## config.mk

```make
export PLATFORM = sky130hd
export DESIGN_NAME = rst_req_gen_flat
export DESIGN_NICKNAME = d
export VERILOG_FILES = /design/src/rtl/rst_req_gen_if.sv /design/src/rtl/rst_req_gen.sv /design/src/flat_wrapper.sv
export SDC_FILE = /design/constraint.sdc
export NUM_CORES = 1
export LEC_CHECK = 0
export CAP_MARGIN = 10
export CORE_ASPECT_RATIO = 0.8
export CORE_MARGIN = 8
export CORE_UTILIZATION = 29
export DETAILED_ROUTE_END_ITERATION = 6
export GPL_TIMING_DRIVEN = 0
export PLACE_DENSITY = 0.55
export REMOVE_ABC_BUFFERS = 1
export SLEW_MARGIN = 20
export SYNTH_ARGS = -nofsm -noshare
export SYNTH_HDL_FRONTEND = slang
export SYNTH_SLANG_ARGS = --single-unit
```

## constraint.sdc

```tcl
create_clock -name CLK -period 2.6 [get_ports CLK]
set_input_delay 0.78 -clock CLK [delete_from_list [all_inputs] [get_ports CLK]]
set_output_delay 0.78 -clock CLK [all_outputs]
set_load 0.05 [all_outputs]
```

## src/rtl/rst_req_gen_if.sv

```systemverilog
// ============================================================================
// Module : rst_req_gen_if
// Purpose: Groups the request/status signals of the reset request generator.
//   Sw_Rst_Req  : synchronous software reset request (master -> slave)
//   Ext_Rst_n   : raw active-low reset button           (master -> slave)
//   Rst_Out_n   : generated active-low reset            (slave -> master)
//   Busy        : pulse or hold-off in progress         (slave -> master)
//   Rst_Count   : request-triggered pulses, saturating  (slave -> master)
// Revision: 1.0 - initial release
// ============================================================================
`default_nettype none

interface rst_req_gen_if;
  logic       Sw_Rst_Req;
  logic       Ext_Rst_n;
  logic       Rst_Out_n;
  logic       Busy;
  logic [7:0] Rst_Count;

  modport master (
    output Sw_Rst_Req,
    output Ext_Rst_n,
    input  Rst_Out_n,
    input  Busy,
    input  Rst_Count
  );

  modport slave (
    input  Sw_Rst_Req,
    input  Ext_Rst_n,
    output Rst_Out_n,
    output Busy,
    output Rst_Count
  );
endinterface

`default_nettype wire

```

## src/rtl/rst_req_gen.sv

```systemverilog
// ============================================================================
// Module : rst_req_gen
// Purpose: Merges a software reset request and a bouncing external reset
//          button into one clean, stretched, active-low reset pulse with a
//          minimum width and a hold-off window between pulses.
// Ports  :
//   CLK          in   reference clock, rising edge
//   Async_Reset  in   asynchronous active-high block reset
//   bus.Sw_Rst_Req  in   software request, sampled every edge
//   bus.Ext_Rst_n   in   asynchronous active-low button
//   bus.Rst_Out_n   out  registered active-low reset
//   bus.Busy        out  1 during ASSERT or HOLDOFF
//   bus.Rst_Count   out  request-triggered pulses, saturates at 255
// Revision: 1.0 - initial release
// ============================================================================
`default_nettype none

module rst_req_gen #(
  parameter int PULSE_CYCLES    = 8,
  parameter int HOLDOFF_CYCLES  = 4,
  parameter int DEBOUNCE_CYCLES = 4,
  parameter int SYNC_STAGES     = 2
) (
  input  wire logic     CLK,
  input  wire logic     Async_Reset,
  rst_req_gen_if.slave  bus
);

  localparam int c_MAX_CYC = (PULSE_CYCLES > HOLDOFF_CYCLES) ? PULSE_CYCLES : HOLDOFF_CYCLES;
  localparam int c_CNT_W   = $clog2(c_MAX_CYC) + 1;
  localparam int c_DB_W    = $clog2(DEBOUNCE_CYCLES + 1);

  localparam logic [c_CNT_W-1:0] c_PULSE_LAST = c_CNT_W'(PULSE_CYCLES - 1);
  localparam logic [c_CNT_W-1:0] c_HOLD_LAST  = c_CNT_W'(HOLDOFF_CYCLES - 1);
  localparam logic [c_DB_W-1:0]  c_DB_LAST    = c_DB_W'(DEBOUNCE_CYCLES - 1);
  localparam logic [c_DB_W-1:0]  c_DB_FULL    = c_DB_W'(DEBOUNCE_CYCLES);

  typedef enum logic [1:0] {
    ST_IDLE    = 2'd0,
    ST_ASSERT  = 2'd1,
    ST_HOLDOFF = 2'd2
  } state_t;

  state_t               r_state;
  logic [c_CNT_W-1:0]   r_cnt;
  logic                 r_pending;
  logic                 r_rst_n;
  logic                 r_busy;
  logic [7:0]           r_count;

  logic [SYNC_STAGES-1:0] r_sync;
  logic [c_DB_W-1:0]      r_db_cnt;
  logic                   r_armed;

  logic       w_s;
  logic       w_ext_press;
  logic       w_req;
  logic [7:0] w_count_inc;

  // --------------------------------------------------------------------------
  // Button path: synchronizer then debounce. The press fires combinationally
  // on the edge where the low-run reaches DEBOUNCE_CYCLES so the FSM reacts on
  // that same edge; armed blocks repeats until the button is released.
  // --------------------------------------------------------------------------
  assign w_s         = r_sync[SYNC_STAGES-1];
  assign w_ext_press = ~w_s & r_armed & (r_db_cnt == c_DB_LAST);
  assign w_req       = bus.Sw_Rst_Req | w_ext_press;
  assign w_count_inc = (r_count == 8'hFF) ? r_count : r_count + 8'd1;

  always_ff @(posedge CLK or posedge Async_Reset) begin
    if (Async_Reset) begin
      r_sync   <= '1;
      r_db_cnt <= '0;
      r_armed  <= 1'b1;
    end else begin
      r_sync <= {r_sync[SYNC_STAGES-2:0], bus.Ext_Rst_n};
      if (w_s) begin
        r_db_cnt <= '0;
        r_armed  <= 1'b1;
      end else begin
        if (r_db_cnt != c_DB_FULL) r_db_cnt <= r_db_cnt + 1'b1;
        if (w_ext_press)           r_armed  <= 1'b0;
      end
    end
  end

  // --------------------------------------------------------------------------
  // Pulse FSM. Reset lands in ASSERT so the power-on pulse comes for free and
  // is not counted.
  // --------------------------------------------------------------------------
  always_ff @(posedge CLK or posedge Async_Reset) begin
    if (Async_Reset) begin
      r_state   <= ST_ASSERT;
      r_cnt     <= '0;
      r_pending <= 1'b0;
      r_rst_n   <= 1'b0;
      r_busy    <= 1'b1;
      r_count   <= 8'd0;
    end else begin
      case (r_state)
        ST_IDLE: begin
          if (w_req) begin
            r_state <= ST_ASSERT;
            r_cnt   <= '0;
            r_rst_n <= 1'b0;
            r_busy  <= 1'b1;
            r_count <= w_count_inc;
          end
        end
        ST_ASSERT: begin
          if (r_cnt == c_PULSE_LAST) begin
            r_state <= ST_HOLDOFF;
            r_cnt   <= '0;
            r_rst_n <= 1'b1;
          end else begin
            r_cnt <= r_cnt + 1'b1;
          end
        end
        ST_HOLDOFF: begin
          if (r_cnt == c_HOLD_LAST) begin
            // A request on the exit edge is treated as pending.
            r_pending <= 1'b0;
            r_cnt     <= '0;
            if (r_pending | w_req) begin
              r_state <= ST_ASSERT;
              r_rst_n <= 1'b0;
              r_count <= w_count_inc;
            end else begin
              r_state <= ST_IDLE;
              r_busy  <= 1'b0;
            end
          end else begin
            r_cnt <= r_cnt + 1'b1;
            if (w_req) r_pending <= 1'b1;
          end
        end
        default: begin
          r_state   <= ST_IDLE;
          r_cnt     <= '0;
          r_pending <= 1'b0;
          r_rst_n   <= 1'b1;
          r_busy    <= 1'b0;
        end
      endcase
    end
  end

  assign bus.Rst_Out_n = r_rst_n;
  assign bus.Busy      = r_busy;
  assign bus.Rst_Count = r_count;

endmodule

`default_nettype wire
```

## src/flat_wrapper.sv

```systemverilog
// flat-port wrapper written by rule: the top's interface ports become plain ports
module rst_req_gen_flat 
#(
  parameter int PULSE_CYCLES    = 8,
  parameter int HOLDOFF_CYCLES  = 4,
  parameter int DEBOUNCE_CYCLES = 4,
  parameter int SYNC_STAGES     = 2
)
  (CLK, Async_Reset, bus_Sw_Rst_Req, bus_Ext_Rst_n, bus_Rst_Out_n, bus_Busy, bus_Rst_Count);
  rst_req_gen_if bus_i ();
  input  wire logic CLK;
  input  wire logic Async_Reset;
  input wire logic [$bits(bus_i.Sw_Rst_Req)-1:0] bus_Sw_Rst_Req;
  input wire logic [$bits(bus_i.Ext_Rst_n)-1:0] bus_Ext_Rst_n;
  output wire logic [$bits(bus_i.Rst_Out_n)-1:0] bus_Rst_Out_n;
  output wire logic [$bits(bus_i.Busy)-1:0] bus_Busy;
  output wire logic [$bits(bus_i.Rst_Count)-1:0] bus_Rst_Count;
  assign bus_i.Sw_Rst_Req = bus_Sw_Rst_Req;
  assign bus_i.Ext_Rst_n = bus_Ext_Rst_n;
  assign bus_Rst_Out_n = bus_i.Rst_Out_n;
  assign bus_Busy = bus_i.Busy;
  assign bus_Rst_Count = bus_i.Rst_Count;
  rst_req_gen #(.PULSE_CYCLES(PULSE_CYCLES), .HOLDOFF_CYCLES(HOLDOFF_CYCLES), .DEBOUNCE_CYCLES(DEBOUNCE_CYCLES), .SYNC_STAGES(SYNC_STAGES)) u_core (.CLK(CLK), .Async_Reset(Async_Reset), .bus(bus_i));
endmodule
```

Word-level counts from Yosys, hierarchy flattened

Cells that the tools add are included.

Register bits after elaboration: 23
Latch bits: 0
Bits in writable memories: 0
Bits in read-only memories: 0
Input bits: 4
Output and inout port bits: 10
Memories: 0

Add/subtract/negate cells: 3
Multiply operators: 0
Div/mod/pow operators: 0
Order comparisons: 0
Equality and inequality tests: 13
Shifts and indexed selects: 0
Multiplexer cells: 29
Bitwise operators: 7
Reduce and logical (&&, ||, !) cells: 10

Operators by type and width:

| operator                                      | count |
|---|---|
| 2-to-1 mux 8 bit                              | 4 |
| case mux 8 bit (2 select lines)               | 1 |
| 2-to-1 mux 4 bit                              | 3 |
| case mux 4 bit (3 select lines)               | 1 |
| AND reduction 4 bit                           | 3 |
| 2-to-1 mux 1 bit                              | 11 |
| adder 8 x 1 -> 8 bit, second input constant   | 1 |
| == test 8 bit, second input constant          | 1 |
| != test 2 x 1 -> 1 bit, second input constant | 4 |
| 2-to-1 mux 2 bit                              | 3 |
| 2-to-1 mux 3 bit                              | 2 |
| case mux 1 bit (3 select lines)               | 2 |
| case mux 2 bit (3 select lines)               | 1 |
| nonzero test 2 bit                            | 3 |
| adder 4 x 1 -> 4 bit, second input constant   | 1 |
| == test 4 x 2 -> 1 bit, second input constant | 1 |
| == test 4 x 3 -> 1 bit, second input constant | 1 |
| adder 3 x 1 -> 3 bit, second input constant   | 1 |
| == test 3 x 2 -> 1 bit, second input constant | 1 |
| != test 3 x 1 -> 1 bit, second input constant | 1 |
| != test 3 bit, second input constant          | 1 |
| inverter 1 bit                                | 3 |
| AND reduction 3 bit                           | 1 |
| bitwise AND 1 bit                             | 2 |
| 8 further kinds                               | 9 |

Depth between registers and ports, before layout

Depth after elaboration: 8
Depth in mapped cells: 7

Least setup slack after synthesis

OpenSTA, ideal clock, no wires.

Path type: flip-flop to flip-flop
Start: register u_core.r_state[0]
End: register u_core.r_count[1], in the netlist u_core.bus.Rst_Count[1]
Setup time: 125 ps
Arrival: 1814 ps
Data required time: 2475 ps
Slack: 661 ps
Cell stages (with the launch flop): 8
Path through: dfstp_2 inv_1 ha_1 buf_4 and4bb_1 o22ai_2 nor2_2 mux2_4

Cells in the longest elaborated chain, start to end: 3

Ends and longest elaborated chain:

| what                                                                          | line               | source |
|---|---|---|
| start, declared                                                               | rst_req_gen.sv:44  | `state_t r_state;` |
| start signal, assigned                                                        | rst_req_gen.sv:93  | `r_state <= ST_ASSERT;` |
| start signal, assigned                                                        | rst_req_gen.sv:103 | `r_state <= ST_ASSERT;` |
| start signal, assigned                                                        | rst_req_gen.sv:112 | `r_state <= ST_HOLDOFF;` |
| == test 2 bit or logical NOT 2 bit (tied branches)                            | rst_req_gen.sv:100 | `case (r_state)` |
| != test 2 x 1 -> 1 bit (no source line) or nonzero test 2 bit (tied branches) | --                 |  |
| AND reduction 4 bit (no source line)                                          | --                 |  |
| end signal, assigned                                                          | rst_req_gen.sv:107 | `r_count <= w_count_inc;` |
| end signal, assigned                                                          | rst_req_gen.sv:127 | `r_count <= w_count_inc;` |
| end, declared                                                                 | rst_req_gen.sv:49  | `logic [7:0] r_count;` |

Parallel ways exist; a longest one is shown, timed or not.
A chain may end at the register's enable or synchronous reset.

Final worst setup path

Start: register u_core.r_busy, in the netlist u_core.bus.Busy
End: output port bus_Busy

RTL lines:

| what                   | line               | source |
|---|---|---|
| start, declared        | rst_req_gen.sv:48  | `logic r_busy;` |
| start signal, assigned | rst_req_gen.sv:97  | `r_busy <= 1'b1;` |
| start signal, assigned | rst_req_gen.sv:106 | `r_busy <= 1'b1;` |
| start signal, assigned | rst_req_gen.sv:130 | `r_busy <= 1'b0;` |
| end, declared          | flat_wrapper.sv:16 | `output wire logic [$bits(bus_i.Busy)-1:0] bus_Busy;` |

No word-level cell between the ends.

==> impl_metrics.toml <==
[routing]
routedWlPerCell_um = 12.9
firstDrtPassIters = 4
drt-total-wl_um = 2440
drc_errors = 0
drt_iter0_markers = 29
ant_nets = 0
vias = 905
drt-vias-per-instance = 4.76

[setup_path]
cp-startpoint = "u_core.bus.Busy"
crit_path_start_kind = "register"
cp_num_buf_inv = 1
critical_path.cell_chain = "clkdlybuf4s50_1"
critPathMaxStageDelay_ps = 810
crit_path_top_delay_cell = "clkdlybuf4s50_1"
crit_fanout = 2
r2r_start = "u_core.r_state[0]"
cp.required_ps = 1820
endpoint_kind = "output port"
worstSetupPathType = "reg -> out"
crit_family = "buffers and inverters"
worstPathArrival_ps = 1620

[floorplan]
die_x_um = 89.6
start_util = 0.301
num_rows = 21
die_area_um2 = 6710
chipHeight_um = 74.9
ios = 14
core_region_area_um2 = 4180

[sta]
setup_viol = 0
maxSlewViolCount = 0
clock_skew_ps = 2.67
period_share = 0.923
tns_ps = 0
max-slew-margin-rel = 0.410
period_needed_ps = 2400
fmax_mhz = 417
rsz0062_at_grt = "false"
tightest_slew_ps = 884
finalHoldViolations = 0

[flow_run]
drv_cap = 0

[yosys]
yosysTopAreaCell = "dfrtp_1"
postSynthAreaPerCell_um2 = 10.7
yosysWarningCount = 0
synth_cell_types = 39
synth_area_um2 = 1260
synth.top_cell.area_share = 0.358
syn_inst = 117
synth_edf_count = 0
synthTopCellsByArea = "dfrtp_1 36%, dfstp_2 10%, ha_1 9.0%"
synthFlopType = "dfrtp_1"
ys_async_sr_fraction = 1.00
seq_area_frac_synth = 0.463
yosys_register_bits = 23

[power]
power_density_nw_per_um2 = 1320
power_mw = 1.98
vdd_drop_max_v = 0.000963
p_leak_nw = 0.613

[clock_tree]
clkSinkCount = 23
cts-resized-gates = 0
clock_latency_ps = 270
cts_setup_buffers = 0
cts_root_buffer = "clkbuf_8"
cts_tree = "done"
max-clock-path-buffers = 2
numCtsBuffers = 3
postCtsHoldBufs = 0
htreeDepth = 1
path_clk_slew_ps = 90

[global_route]
grt_pass1_wl_um = 4090
grt_use_total = 0.0774
grt_max_degree = 24
first_global_vias = 854
grt.overflow.total = 0
antenna_found_initial = 0

[cells_and_area]
utilization = 0.358
layout_commonest_cell = "dfrtp_1"
drive_above_1_share = 0.135
area_growth_pct = 19.1
final_cell_mix = "18 x dfrtp_1, 13 x clkdlybuf4s50_1, 11 x inv_1, 10 x nand2_1, 9 x ha_1"
final_nets = 147
insertedDiodeCount = 0

[min_path]
worstHoldStart = "u_core.r_sync[0]"
worstHoldPathType = "reg -> reg"

[placement]
place.port_buffers = 13
gp_congestion = 0.784
dp_hpwl_um = 1800

[status]
status = "complete, no violations"
==> worst register-to-register path: cells and delay by family (launching register included) <==
family,cells,cell delay (ps)
and+or+nand+nor,2,390
muxes,1,310
AOI/OAI and AO/OA,1,340
DFF,1,560
adders and majority gates,1,350
buffers and inverters,1,70
==> path summary, 6_finish.rpt <==
kind	slack [ps]	depth (start not counted)	endpoint
min reg2reg	360	0	u_core.r_sync[1]
max	200	1	bus_Busy
max reg2reg	480	6	u_core.bus.Rst_Count[1]
min	360	0	u_core.r_sync[1]
min in group asynchronous	1010	2	u_core.r_pending
max in group asynchronous	1050	2	u_core.r_state[1]
==> cell families (layout without fill, tap and decap cells) <==
logic type / count (synthesis) / in the layout / synth area share
compound gates: 23 / 23 / 0.141
mux: 2 / 2 / 0.0199
fa+ha+maj: 9 / 9 / 0.0896
buf+inv: 12 / 28 / 0.0388
flops: 23 / 23 / 0.463
simple gates: 40 / 40 / 0.192
xor+xnor: 8 / 8 / 0.0557
==> routing by layer <==
metal  vias up  track usage  wire (um)
met1       443        0.107       1250
li1        445            -          -
met5         -            0          0
met3         2       0.0251        138
met2        15        0.112       1050
met4         0       0.0221          9
==> where the power goes <==
group	internal [mW]	leakage [nW]	switching (mW)
sequential	0.509	0.278	0.136
clock	0.107	0.0255	0.122
combinational	0.413	0.310	0.691
==> layout make-up <==
cell class / instances / area (um2)
fillers: 431 / 2680
multi-input cells: 82 / 627
flip-flops and latches: 23 / 582
repair buffers: 13 / 130
well taps: 57 / 71.3
clock buffers: 3 / 41.3
inverters: 11 / 41.3
clock inverters: 1 / 5.00
==> synth_stat cells (2+ instances only) <==
library cell and number:
dfrtp_1 18, inv_1 11, nand2_1 10, ha_1 9, xor2_1 7, nor2_1 6, a21oi_1 5, dfstp_2 5
nand3_1 5, o21ai_0 5, nor4_1 3, nand2b_1 2, nand3b_1 2, nor3b_1 2, o2bb2ai_1 2, o31ai_1 2
==> sequential cells by signal, summed over array words and instances (netlist names) <==
register / flops
u_core.r_sync: 2
u_core.r_db_cnt: 3
u_core.bus.Rst_Count: 8
u_core.bus.Busy: 1
u_core.r_cnt: 4
u_core.r_armed: 1
u_core.r_pending: 1
u_core.r_state: 2
u_core.bus.Rst_Out_n: 1
==> per-stage QoR <==
step | worst slack, ps | hold slack, ps | std cells | area [um2]
floorplan | 684 | 345 | 116 | 1250
global placement | 322 | 348 | 186 | 1450
detailed placement | 312 | 352 | 186 | 1450
CTS | 194 | 365 | 190 | 1500
global route | 170 | 368 | 190 | 1500
finish | 201 | 362 | 190 | 1500
(Power assumes the default switching activity.)
